<file path="src/rtl/axi_write_slave.sv">
// Single-beat AXI4 write responder in front of the data RAM model.
// Latency: handshake edge E -> mem_wen during cycle after E+LATENCY -> BVALID at E+LATENCY+1.
// Backpressure: one transaction in flight; AWREADY/WREADY stay low until B is accepted.
module axi_write_slave #(
  parameter logic [31:0] ADDR_BASE = 32'h8000_0000,
  parameter logic [31:0] ADDR_SIZE = 32'h0800_0000,
  parameter int unsigned LATENCY   = 2
) (
  input  logic        ACLK,
  input  logic        ARESET,
  input  logic        AWVALID,
  output logic        AWREADY,
  input  logic [31:0] AWADDR,
  input  logic        WVALID,
  output logic        WREADY,
  input  logic [63:0] WDATA,
  input  logic [7:0]  WSTRB,
  input  logic        WLAST,
  output logic        BVALID,
  input  logic        BREADY,
  output logic [1:0]  BRESP,
  output logic        mem_wen,
  output logic [28:0] mem_waddr,
  output logic [63:0] mem_wdata,
  output logic [7:0]  mem_wmask
);

  typedef enum logic [1:0] {
    IDLE  = 2'd0,
    WAIT  = 2'd1,
    WRITE = 2'd2,
    RESP  = 2'd3
  } state_t;

  localparam logic [1:0] RESP_OKAY   = 2'b00;
  localparam logic [1:0] RESP_SLVERR = 2'b10;
  localparam logic [1:0] RESP_DECERR = 2'b11;

  // WAIT lasts LATENCY cycles: load LATENCY-1 and leave when the count hits zero.
  localparam logic [3:0] LAT_LOAD = (LATENCY > 0) ? 4'(LATENCY - 1) : 4'd0;

  state_t      state;
  logic        aw_got;
  logic        w_got;
  logic [31:0] addr_q;
  logic [63:0] data_q;
  logic [7:0]  strb_q;
  logic        last_q;
  logic [3:0]  cnt;
  logic [1:0]  resp_q;

  logic        aw_hs;
  logic        w_hs;
  logic        both_captured;
  logic [31:0] addr_n;
  logic [63:0] data_n;
  logic [7:0]  strb_n;
  logic        last_n;
  logic        in_range;
  logic [1:0]  resp_n;
  logic        go_write;

  // Next-latch view so a zero-latency transaction can write on its handshake edge.
  always_comb begin
    aw_hs         = AWVALID & AWREADY;
    w_hs          = WVALID & WREADY;
    both_captured = (aw_got | aw_hs) & (w_got | w_hs);
    addr_n        = aw_hs ? AWADDR : addr_q;
    data_n        = w_hs ? WDATA : data_q;
    strb_n        = w_hs ? WSTRB : strb_q;
    last_n        = w_hs ? WLAST : last_q;
    // Subtract first so a range touching the top of the address space cannot overflow.
    in_range      = (addr_n >= ADDR_BASE) && ((addr_n - ADDR_BASE) < ADDR_SIZE);
    if (!in_range) begin
      resp_n = RESP_DECERR;
    end else if (!last_n) begin
      resp_n = RESP_SLVERR;
    end else begin
      resp_n = RESP_OKAY;
    end
    go_write = ((state == IDLE) && both_captured && (LATENCY == 0)) ||
               ((state == WAIT) && (cnt == 4'd0));
  end

  // Transaction FSM with all AXI and memory outputs registered.
  always_ff @(posedge ACLK or posedge ARESET) begin
    if (ARESET) begin
      state     <= IDLE;
      aw_got    <= 1'b0;
      w_got     <= 1'b0;
      addr_q    <= '0;
      data_q    <= '0;
      strb_q    <= '0;
      last_q    <= 1'b0;
      cnt       <= '0;
      resp_q    <= RESP_OKAY;
      AWREADY   <= 1'b0;
      WREADY    <= 1'b0;
      BVALID    <= 1'b0;
      BRESP     <= RESP_OKAY;
      mem_wen   <= 1'b0;
      mem_waddr <= '0;
      mem_wdata <= '0;
      mem_wmask <= '0;
    end else begin
      mem_wen <= 1'b0;
      case (state)
        IDLE: begin
          if (aw_hs) begin
            addr_q <= AWADDR;
          end
          if (w_hs) begin
            data_q <= WDATA;
            strb_q <= WSTRB;
            last_q <= WLAST;
          end
          if (both_captured) begin
            aw_got  <= 1'b0;
            w_got   <= 1'b0;
            AWREADY <= 1'b0;
            WREADY  <= 1'b0;
            if (LATENCY > 0) begin
              state <= WAIT;
              cnt   <= LAT_LOAD;
            end
          end else begin
            // Also raises both readies on the first edge out of reset.
            aw_got  <= aw_got | aw_hs;
            w_got   <= w_got | w_hs;
            AWREADY <= ~(aw_got | aw_hs);
            WREADY  <= ~(w_got | w_hs);
          end
        end
        WAIT: begin
          if (cnt != 4'd0) begin
            cnt <= cnt - 4'd1;
          end
        end
        WRITE: begin
          state  <= RESP;
          BVALID <= 1'b1;
          BRESP  <= resp_q;
        end
        RESP: begin
          if (BREADY) begin
            state   <= IDLE;
            BVALID  <= 1'b0;
            AWREADY <= 1'b1;
            WREADY  <= 1'b1;
          end
        end
        default: state <= IDLE;
      endcase

      // Single-cycle memory write; error responses and empty strobes suppress the enable.
      if (go_write) begin
        state     <= WRITE;
        resp_q    <= resp_n;
        mem_wen   <= (resp_n == RESP_OKAY) && (strb_n != 8'h00);
        mem_waddr <= addr_n[31:3];
        mem_wdata <= data_n;
        mem_wmask <= strb_n;
      end
    end
  end

endmodule

</file>
<file path="config.mk">
export PLATFORM = sky130hd
export DESIGN_NAME = axi_write_slave
export DESIGN_NICKNAME = d
export VERILOG_FILES = /design/src/rtl/axi_write_slave.sv
export SDC_FILE = /design/constraint.sdc
export NUM_CORES = 1
export LEC_CHECK = 0
export CORE_MARGIN = 2
export CORE_UTILIZATION = 50
export DETAILED_ROUTE_END_ITERATION = 16
export PLACE_DENSITY = 0.8
export SYNTH_ARGS = -nofsm -noshare
export SYNTH_HDL_FRONTEND = slang
export SYNTH_SLANG_ARGS = --single-unit
</file>
<file path="constraint.sdc">
create_clock -name ACLK -period 8.6 [get_ports ACLK]
set_clock_uncertainty 0.1 [all_clocks]
set_input_delay 1.29 -clock ACLK [delete_from_list [all_inputs] [get_ports ACLK]]
set_output_delay 1.29 -clock ACLK [all_outputs]
set_load 0.05 [all_outputs]
</file>
==> results.cfg, run 1 <==
[run_status]
status = finished clean

[detailed_routing]
dr.pass1.iters = 4
drtIter0Drc = 270
post_drt_wl_per_cell_um = 16.58
routed_wl_um = 21130
drt-vias-per-instance = 5.273
via_count = 6718
detail-route-antenna-nets = 0
route.detailed.drc = 0

[setup_path]
cp_top_family = buffers and inverters
critPathMaxFanout = 6
reg2reg_depth = 5
cp.required_ps = 7210
cp.depth = 1
slowest_stage = clkdlybuf4s50_1
crit_chain = clkdlybuf4s50_1
crit_path_start_kind = register
path_buf_inv = 1
slowest_delay_ps = 870
worstPathArrival_ps = 1820
end_kind = primary output
crit_type = register to primary output

[power_and_ir_drop]
p_sw_w = 0.002260
combPwrFrac_pct = 46.6
p_per_area_nw_per_um2 = 434.5
p_leak_nw = 5.365
p_clk_share_pct = 19.2
switching_share_pct = 42.42
p_seq_share_pct = 34.2
p_int_w = 0.003068
total_power_w = 0.005328
peakVddDrop_v = 0.0002828

[yosys]
yosysWarnings = 0
synthArstFlopShare_pct = 100.0
synth_nets = 954
yosysSeqAreaShare_pct = 59.45
synth.cell_area_um2 = 9218
syn-instance-count = 839
syn_area_per_cell_um2 = 10.99
ys.flop_type = dfrtp_1
synth-edff-count = 0
yosys_register_bits = 219
yosysUniqueCellTypes = 41

[min_path]
hold_class = register to register
hold_depth = 2

[placement]
pre_cts_slack_ps = 4878
portBuffers = 213
dp_cells = 1232
dp_hpwl_um = 13340
gp_congestion = 0.7494

[die]
pin_count = 217
dieArea_um2 = 19540
rows = 49
fp.coreArea_um2 = 18020
die_y_um = 139.8
fp.dieW_um = 139.8
initial_utilization_pct = 51.14

[timing]
setup_violations = 0
layout_setup_ws_ps = 5385
rsz0062_at_grt = no
post-route-min-period_ps = 3215
timing.slew.headroom_pct = 26.04
period_share_pct = 37.38
tightest_slew_ps = 1109
fin_setup_tns_ps = 0
finalMaxSlewViolations = 0
hold_viol = 0
fmax_mhz = 311.1

[cells_and_area]
area_growth_pct = 33.04
fill_cells = 1366
fin_util_pct = 68.03
final_cells = 1274
diodes = 0
nets = 1144
drive_gt1_share_pct = 5.263

[global_routing]
antenna_found_initial = 0
grtUsageTotal_pct = 21.44
grt_pass1_wl_um = 34530
grt_max_degree = 144
grt_pass1_vias = 6766
globalRouteOverflowTotal = 0

[clock_network]
cts_root_buf = clkbuf_16
cts_made_buffers = 24
post_cts_buffers = 0
cts_tree = yes
clk_path_buf_depth = 3
clkTransAtPathRegs_ps = 60
clock_latency_ps = 520
cts_resized = 0
tritoncts_num_sinks = 219
hold_buffers = 0
h-tree-depth = 1

[run]
drv_cap = 0
[cell families after synthesis]
logic type,count (synthesis),synth area share (%)
multiplexers,133,15.85
AO/OA/AOI/OAI,129,8.511
AND/OR/NAND/NOR,287,12.39
flip-flops,219,59.45
buffers and inverters,66,3.108
adder cells (fa/ha/maj),5,0.6787
[state kept, by name, indices dropped and copies added, names as in the netlist, 2 cells and up]
| register | count |
|---|---|
| mem_wmask | 8 |
| resp_q | 2 |
| mem_waddr | 29 |
| addr_q | 29 |
| data_q | 64 |
| state | 2 |
| strb_q | 8 |
| cnt | 4 |
| BRESP | 2 |
| mem_wdata | 64 |
[layout by cell type, fill, tap and decap left out, types with 2 or more instances in the layout]
master             n
buf_4              6
nand2_2            2
inv_8              2
ha_1               5
nor3_1             3
a21oi_1            3
dfrtp_1          219
nand2_1          180
o21ai_1           21
nor2_1            79
clkbuf_16         24
mux2_2             2
nor4_1             6
clkinv_2           4
or3_1              2
nand3_1            6
clkbuf_1           3
mux2_1           102
clkbuf_8           8
inv_1             10
a31oi_1           72
o21ai_0           17
a21boi_1           2
mux2i_1           29
o31ai_1            2
clkdlybuf4s50_1  213
[power groups by stage]
stage / sequential, W / clock [W] / combinational, W
floorplan: 0.00262 / 0 / 0.000914
global placement: 0.00181 / 0 / 0.00245
detailed placement: 0.00184 / 0 / 0.00250
CTS: 0.00183 / 0.00105 / 0.00251
global route: 0.00189 / 0.00108 / 0.00267
finish: 0.00182 / 0.00102 / 0.00248
[final timing paths]
path | endpoint | startpoint | slack [ps]
min in group asynchronous | mem_wdata[41]$_DFFE_PP0P_ | ARESET | 1230
max in group asynchronous | data_q[41]$_DFFE_PP0P_ | ARESET | 5510
worst min-delay path | resp_q[0]$_DFFE_PP0P_ | resp_q[0]$_DFFE_PP0P_ | 370
worst min register to register | resp_q[0]$_DFFE_PP0P_ | resp_q[0]$_DFFE_PP0P_ | 370
worst max register to register | mem_wdata[40]$_DFFE_PP0P_ | state[1]$_DFFE_PP0P_ | 5730
worst max-delay path | WREADY | WREADY$_DFFE_PP0P_ | 5390
[routing by layer]
layer	global-route usage [%]	vias up	share of wire, %
li1	-	3271	-
met1	27.36	3243	43
met2	35.79	161	48
met3	5.850	43	6.5
met4	6.842	0	3.1
met5	0	-	0
[through the flow]
stage	instance area [um^2]	hold WS (ps)
global placement	11460	359.0
global route	12260	397.2
floorplan	9218	340.4
detailed placement	11460	359.9
finish	12260	371.6
CTS	12260	375.1
[synth_stat cells (all sizes together), types with 2 or more instances]
cell	number	share of area [%]
dfrtp	219	59
nand2	183	7.5
mux2	104	13
nor2	79	3.2
a31oi	72	4.9
o21ai	38	2.1
buf	29	1.6
mux2i	29	3.1
clkbuf	26	1.1
inv	11	0.45
nand3	6	0.33
nor4	6	0.41
ha	5	0.68
a21boi	3	0.24
a21oi	3	0.16
nor3	3	0.16
and2	2	0.14
o31ai	2	0.16
or3	2	0.14
[final cells by class]
type | instances | area (um^2) | share of cell area [%]
multi-input combinational | 554 | 3471 | 28.30
timing repair buffer | 219 | 2177 | 17.75
clock inverter | 7 | 77.57 | 0.6326
clock buffer | 35 | 721.9 | 5.887
tap | 229 | 286.5 | 2.337
sequential | 219 | 5480 | 44.69
inverter | 11 | 48.80 | 0.3979
Note: power is estimated with default switching activity, not from simulation.
==> run 2: changes to the inputs <==
clock period = 3.2 ns   (was 8.6 ns; I/O delays follow)
==> results.cfg, run 2 (same netlist as run 1, synthesis figures left out) <==
[run_status]
status = finished clean

[setup_path]
cp.required_ps = 2620
crit_path_start = WREADY$_DFFE_PP0P_
crit_type = register to primary output
path_buf_inv = 1
end_kind = primary output
slowest_delay_ps = 890
worstPathArrival_ps = 1840
critPathMaxFanout = 6
r2r_start = state[0]$_DFFE_PP0P_
cp_top_family = buffers and inverters
slowest_stage = clkdlybuf4s50_1
crit_path_start_kind = register
crit_chain = clkdlybuf4s50_1

[cells_and_area]
nets = 1154
drive_gt1_share_pct = 5.871
final_cells = 1285
diodes = 0
area_growth_pct = 34.72
reg_top3 = data_q (64), mem_wdata (64)
layout_common_cells = dfrtp_1, clkdlybuf4s50_1, nand2_1, mux2_1, nor2_1
fin_util_pct = 68.89
final_common_cell = dfrtp_1

[timing]
period_share_pct = 75.64
setup_violations = 0
hold_viol = 0
post-route-min-period_ps = 2420
fmax_mhz = 413.2
finalMaxSlewViolations = 0
timing.slew.headroom_pct = 48.21
fin_setup_tns_ps = 0
rsz0062_at_grt = no
tightest_slew_ps = 774.1

[global_routing]
globalRouteOverflowTotal = 0
grt_pass1_vias = 7190
grt_pass1_wl_um = 36170
grtUsageTotal_pct = 22.38
grt_max_degree = 60
antenna_found_initial = 0

[placement]
dp_cells = 1243
portBuffers = 213
gp_congestion = 0.8082
dp_hpwl_um = 14180

[detailed_routing]
via_count = 6849
post_drt_wl_per_cell_um = 16.63
detail-route-antenna-nets = 0
drt-vias-per-instance = 5.330
route.detailed.drc = 0
drtIter0Drc = 414
dr.pass1.iters = 5
routed_wl_um = 21370

[die]
fp.dieW_um = 139.8
dieArea_um2 = 19540
fp.coreArea_um2 = 18020
initial_utilization_pct = 51.14
rows = 49
die_y_um = 139.8
pin_count = 217

[min_path]
hold_class = primary input to async pin

[clock_network]
cts_tree = yes
h-tree-depth = 1
clkTransAtPathRegs_ps = 60
cts_root_buf = clkbuf_16
cts_made_buffers = 23
tritoncts_num_sinks = 219
cts_resized = 0
hold_buffers = 0
clk_path_buf_depth = 3
post_cts_buffers = 0
clock_latency_ps = 500

[power_and_ir_drop]
p_clk_share_pct = 18.9
total_power_w = 0.01439
peakVddDrop_v = 0.0009024
p_int_w = 0.008327
p_seq_share_pct = 34.1
p_leak_nw = 5.431
p_sw_w = 0.006065
combPwrFrac_pct = 47.0
p_per_area_nw_per_um2 = 1159
switching_share_pct = 42.14

[run]
drv_cap = 0
[run 2: cell type report]
class	instances	area, um^2
fillers	1351	5607
flip-flops and latches	219	5480
multi-input cells	554	3471
repair buffers	230	2360
clock buffers	34	656.9
well taps	229	286.5
clock inverters	8	118.9
inverters	11	45.04
[run 2: worst paths after layout]
check	endpoint	slack, ps	depth (start not counted)
min in group ACLK	resp_q[0]$_DFFE_PP0P_	380	2
setup reg to reg	addr_q[31]$_DFFE_PP0P_	950	4
hold / removal	mem_waddr[1]$_DFFE_PP0P_	220	2
hold reg to reg	resp_q[0]$_DFFE_PP0P_	380	2
setup / recovery	WREADY	780	1
max in group asynchronous	data_q[37]$_DFFE_PP0P_	2170	3
[run 2: power groups by stage]
stage | registers, W | clock network (W) | logic [W]
2_1_floorplan | 0.00705 | 0 | 0.00246
3_3_place_gp | 0.00486 | 0 | 0.00667
3_5_place_dp | 0.00495 | 0 | 0.00680
4_1_cts | 0.00492 | 0.00278 | 0.00684
5_1_grt | 0.00510 | 0.00289 | 0.00728
6_report | 0.00490 | 0.00272 | 0.00677
[run 2: metrics by stage]
step                      cell area, um^2  setup slack [ps]  hold WS (ps)
after floorplan                      9221            -234.1         340.4
after global placement              11640             811.3         354.6
after detailed placement            11640             777.8         361.5
after CTS                           12420             765.2         216.2
after global routing                12420             744.6         229.4
final                               12420             779.7         218.0
[run 2: routing by layer]
metal	vias to the layer above	GRT usage, %	wire [um]
li1	3285	-	-
met1	3360	28.32	8869
met3	39	5.299	1282
met5	-	0	0
met2	165	38.56	10570
met4	0	6.474	646
==> run 3: changes to the inputs <==
CORE_UTILIZATION = 45   (was 50)
PLACE_DENSITY = 0.76   (was 0.8)
clock period = 1.95 ns   (was 3.2 ns; I/O delays follow)
==> results.cfg, run 3 (same netlist as run 1, synthesis figures left out) <==
[run_status]
status = finished clean

[detailed_routing]
drtIter0Drc = 357
detail-route-antenna-nets = 0
routed_wl_um = 21300
via_count = 6871
drt-vias-per-instance = 5.139
route.detailed.drc = 0
post_drt_wl_per_cell_um = 15.93
dr.pass1.iters = 4

[placement]
pre_cts_slack_ps = -63.64
gp_congestion = 0.7921
dp_hpwl_um = 14360
portBuffers = 213
dpl-instance-area_um2 = 11800

[clock_network]
cts_root_buf = clkbuf_16
cts_made_buffers = 24
h-tree-depth = 1
clk_path_buf_depth = 3
clock_latency_ps = 510
clkTransAtPathRegs_ps = 60
tritoncts_num_sinks = 219
cts_tree = yes

[die]
dieArea_um2 = 21640
rows = 52
die_y_um = 147.1
fp.coreArea_um2 = 20170
fp.dieW_um = 147.1
pin_count = 217
initial_utilization_pct = 45.70

[power_and_ir_drop]
p_leak_nw = 5.648
peakVddDrop_v = 0.001020
p_per_area_nw_per_um2 = 1839

[setup_path]
worstPathArrival_ps = 2110
crit_path_start_kind = register
r2r_start = state[0]$_DFFE_PP0P_
cp_top_family = compound AO/OA/AOI/OAI gates
crit_path_start = state[0]$_DFFE_PP0P_
crit_chain = inv_1 -> ha_1 -> o21a_2 -> buf_4 -> nor2_1 -> a221o_1
slowest_delay_ps = 410
cp.required_ps = 2230
slowest_stage = dfrtp_1
path_buf_inv = 2
crit_type = register to register
end_kind = register
critPathMaxFanout = 8

[cells_and_area]
final_common_cell = dfrtp_1
layout_common_cells = dfrtp_1, nand2_1, clkdlybuf4s50_1, mux2_1, nor2_1
finalInstanceArea_um2 = 12440
drive_gt1_share_pct = 10.03
nets = 1168
area_growth_pct = 34.93
diodes = 0
reg_top3 = data_q (64), mem_wdata (64)

[min_path]
hold_class = primary input to async pin

[timing]
layout_setup_ws_ps = 127.9
post-route-min-period_ps = 1822
tightest_slew_ps = 525.7
fmax_mhz = 548.8
setup_violations = 0
hold_viol = 0
finalMaxSlewViolations = 0
timing.slew.headroom_pct = 65.09
period_share_pct = 93.44
rsz0062_at_grt = no

[global_routing]
globalRouteOverflowTotal = 0
grtUsageTotal_pct = 20.12
grt_pass1_wl_um = 35890
antenna_found_initial = 0
grt_max_degree = 91
grt_pass1_vias = 7106

[run]
drv_cap = 0
-- run 3: cell types whose count changed in the layout (fill, tap and decap cells not counted), moves of 2 or more --
cell | before | now
buf_12 | 8 | 17
buf_4 | 9 | 48
bufinv_16 | 3 | 0
clkbuf_1 | 7 | 10
clkbuf_16 | 23 | 25
clkbuf_8 | 4 | 2
clkdlybuf4s50_1 | 213 | 106
dlygate4sd2_1 | 0 | 72
ha_1 | 5 | 3
ha_2 | 0 | 2
-- run 3: worst min-delay path: stages --
cell	delay [ps]
clkdlybuf4s50_1	440
clkinvlp_4	140
buf_12	270
-- run 3: where the power goes --
group	internal (W)	switching [W]
Sequential	0.00682	0.00120
Combinational	0.00371	0.00701
Clock	0.00241	0.00171
Total	0.0129	0.00992
-- run 3: path summary, 6_finish.rpt --
| check | end | slack, ps | cells after the start |
|---|---|---|---|
| setup reg to reg | state[1]$_DFFE_PP0P_ | 130 | 6 |
| min in group ACLK | mem_wdata[42]$_DFFE_PP0P_ | 260 | 3 |
| setup / recovery | state[1]$_DFFE_PP0P_ | 130 | 6 |
| hold reg to reg | mem_waddr[1]$_DFFE_PP0P_ | 370 | 2 |
| max in group asynchronous | data_q[56]$_DFFE_PP0P_ | 1100 | 4 |
| hold / removal | mem_wdata[7]$_DFFE_PP0P_ | 180 | 3 |
-- run 3: timing repair --
item	in CTS	in global routing
resized for setup	72	2
buffers inserted	0	2
pin swaps	0	1
endpoints found under the setup margin	72	64
hold buffers	0	0
-- run 3: area by class of cell --
class	count	area, um^2
Clock buffer	37	690.7
Fill cell	1678	7732
Inverter	11	45.04
Tap cell	270	337.8
Sequential cell	219	5480
Timing Repair Buffer	243	2392
Multi-Input combinational cell	554	3476
Clock inverter	3	15.01
-- run 3: metal layers --
layer	part of all wire [%]	track usage, %	vias up
met5	0	0	-
met4	2.9	6.154	0
met3	7.0	5.404	42
met2	47	33.08	197
met1	43	26.26	3326
li1	-	-	3306
-- run 3: per-stage QoR --
stage / power, W / hold WS, ps / util [%] / setup TNS, ps / std cells
5_1_grt: 0.02437 / 198.1 / 61.66 / 0 / 1337
6_report: 0.02287 / 178.9 / 61.66 / 0 / 1337
4_1_cts: 0.02310 / 185.4 / 61.56 / 0 / 1335
3_3_place_gp: 0.01907 / 360.3 / 58.51 / -92.83 / 1295
2_1_floorplan: 0.01560 / 301.8 / - / -283950 / 839
3_5_place_dp: 0.01941 / 371.8 / 58.51 / -134.0 / 1295
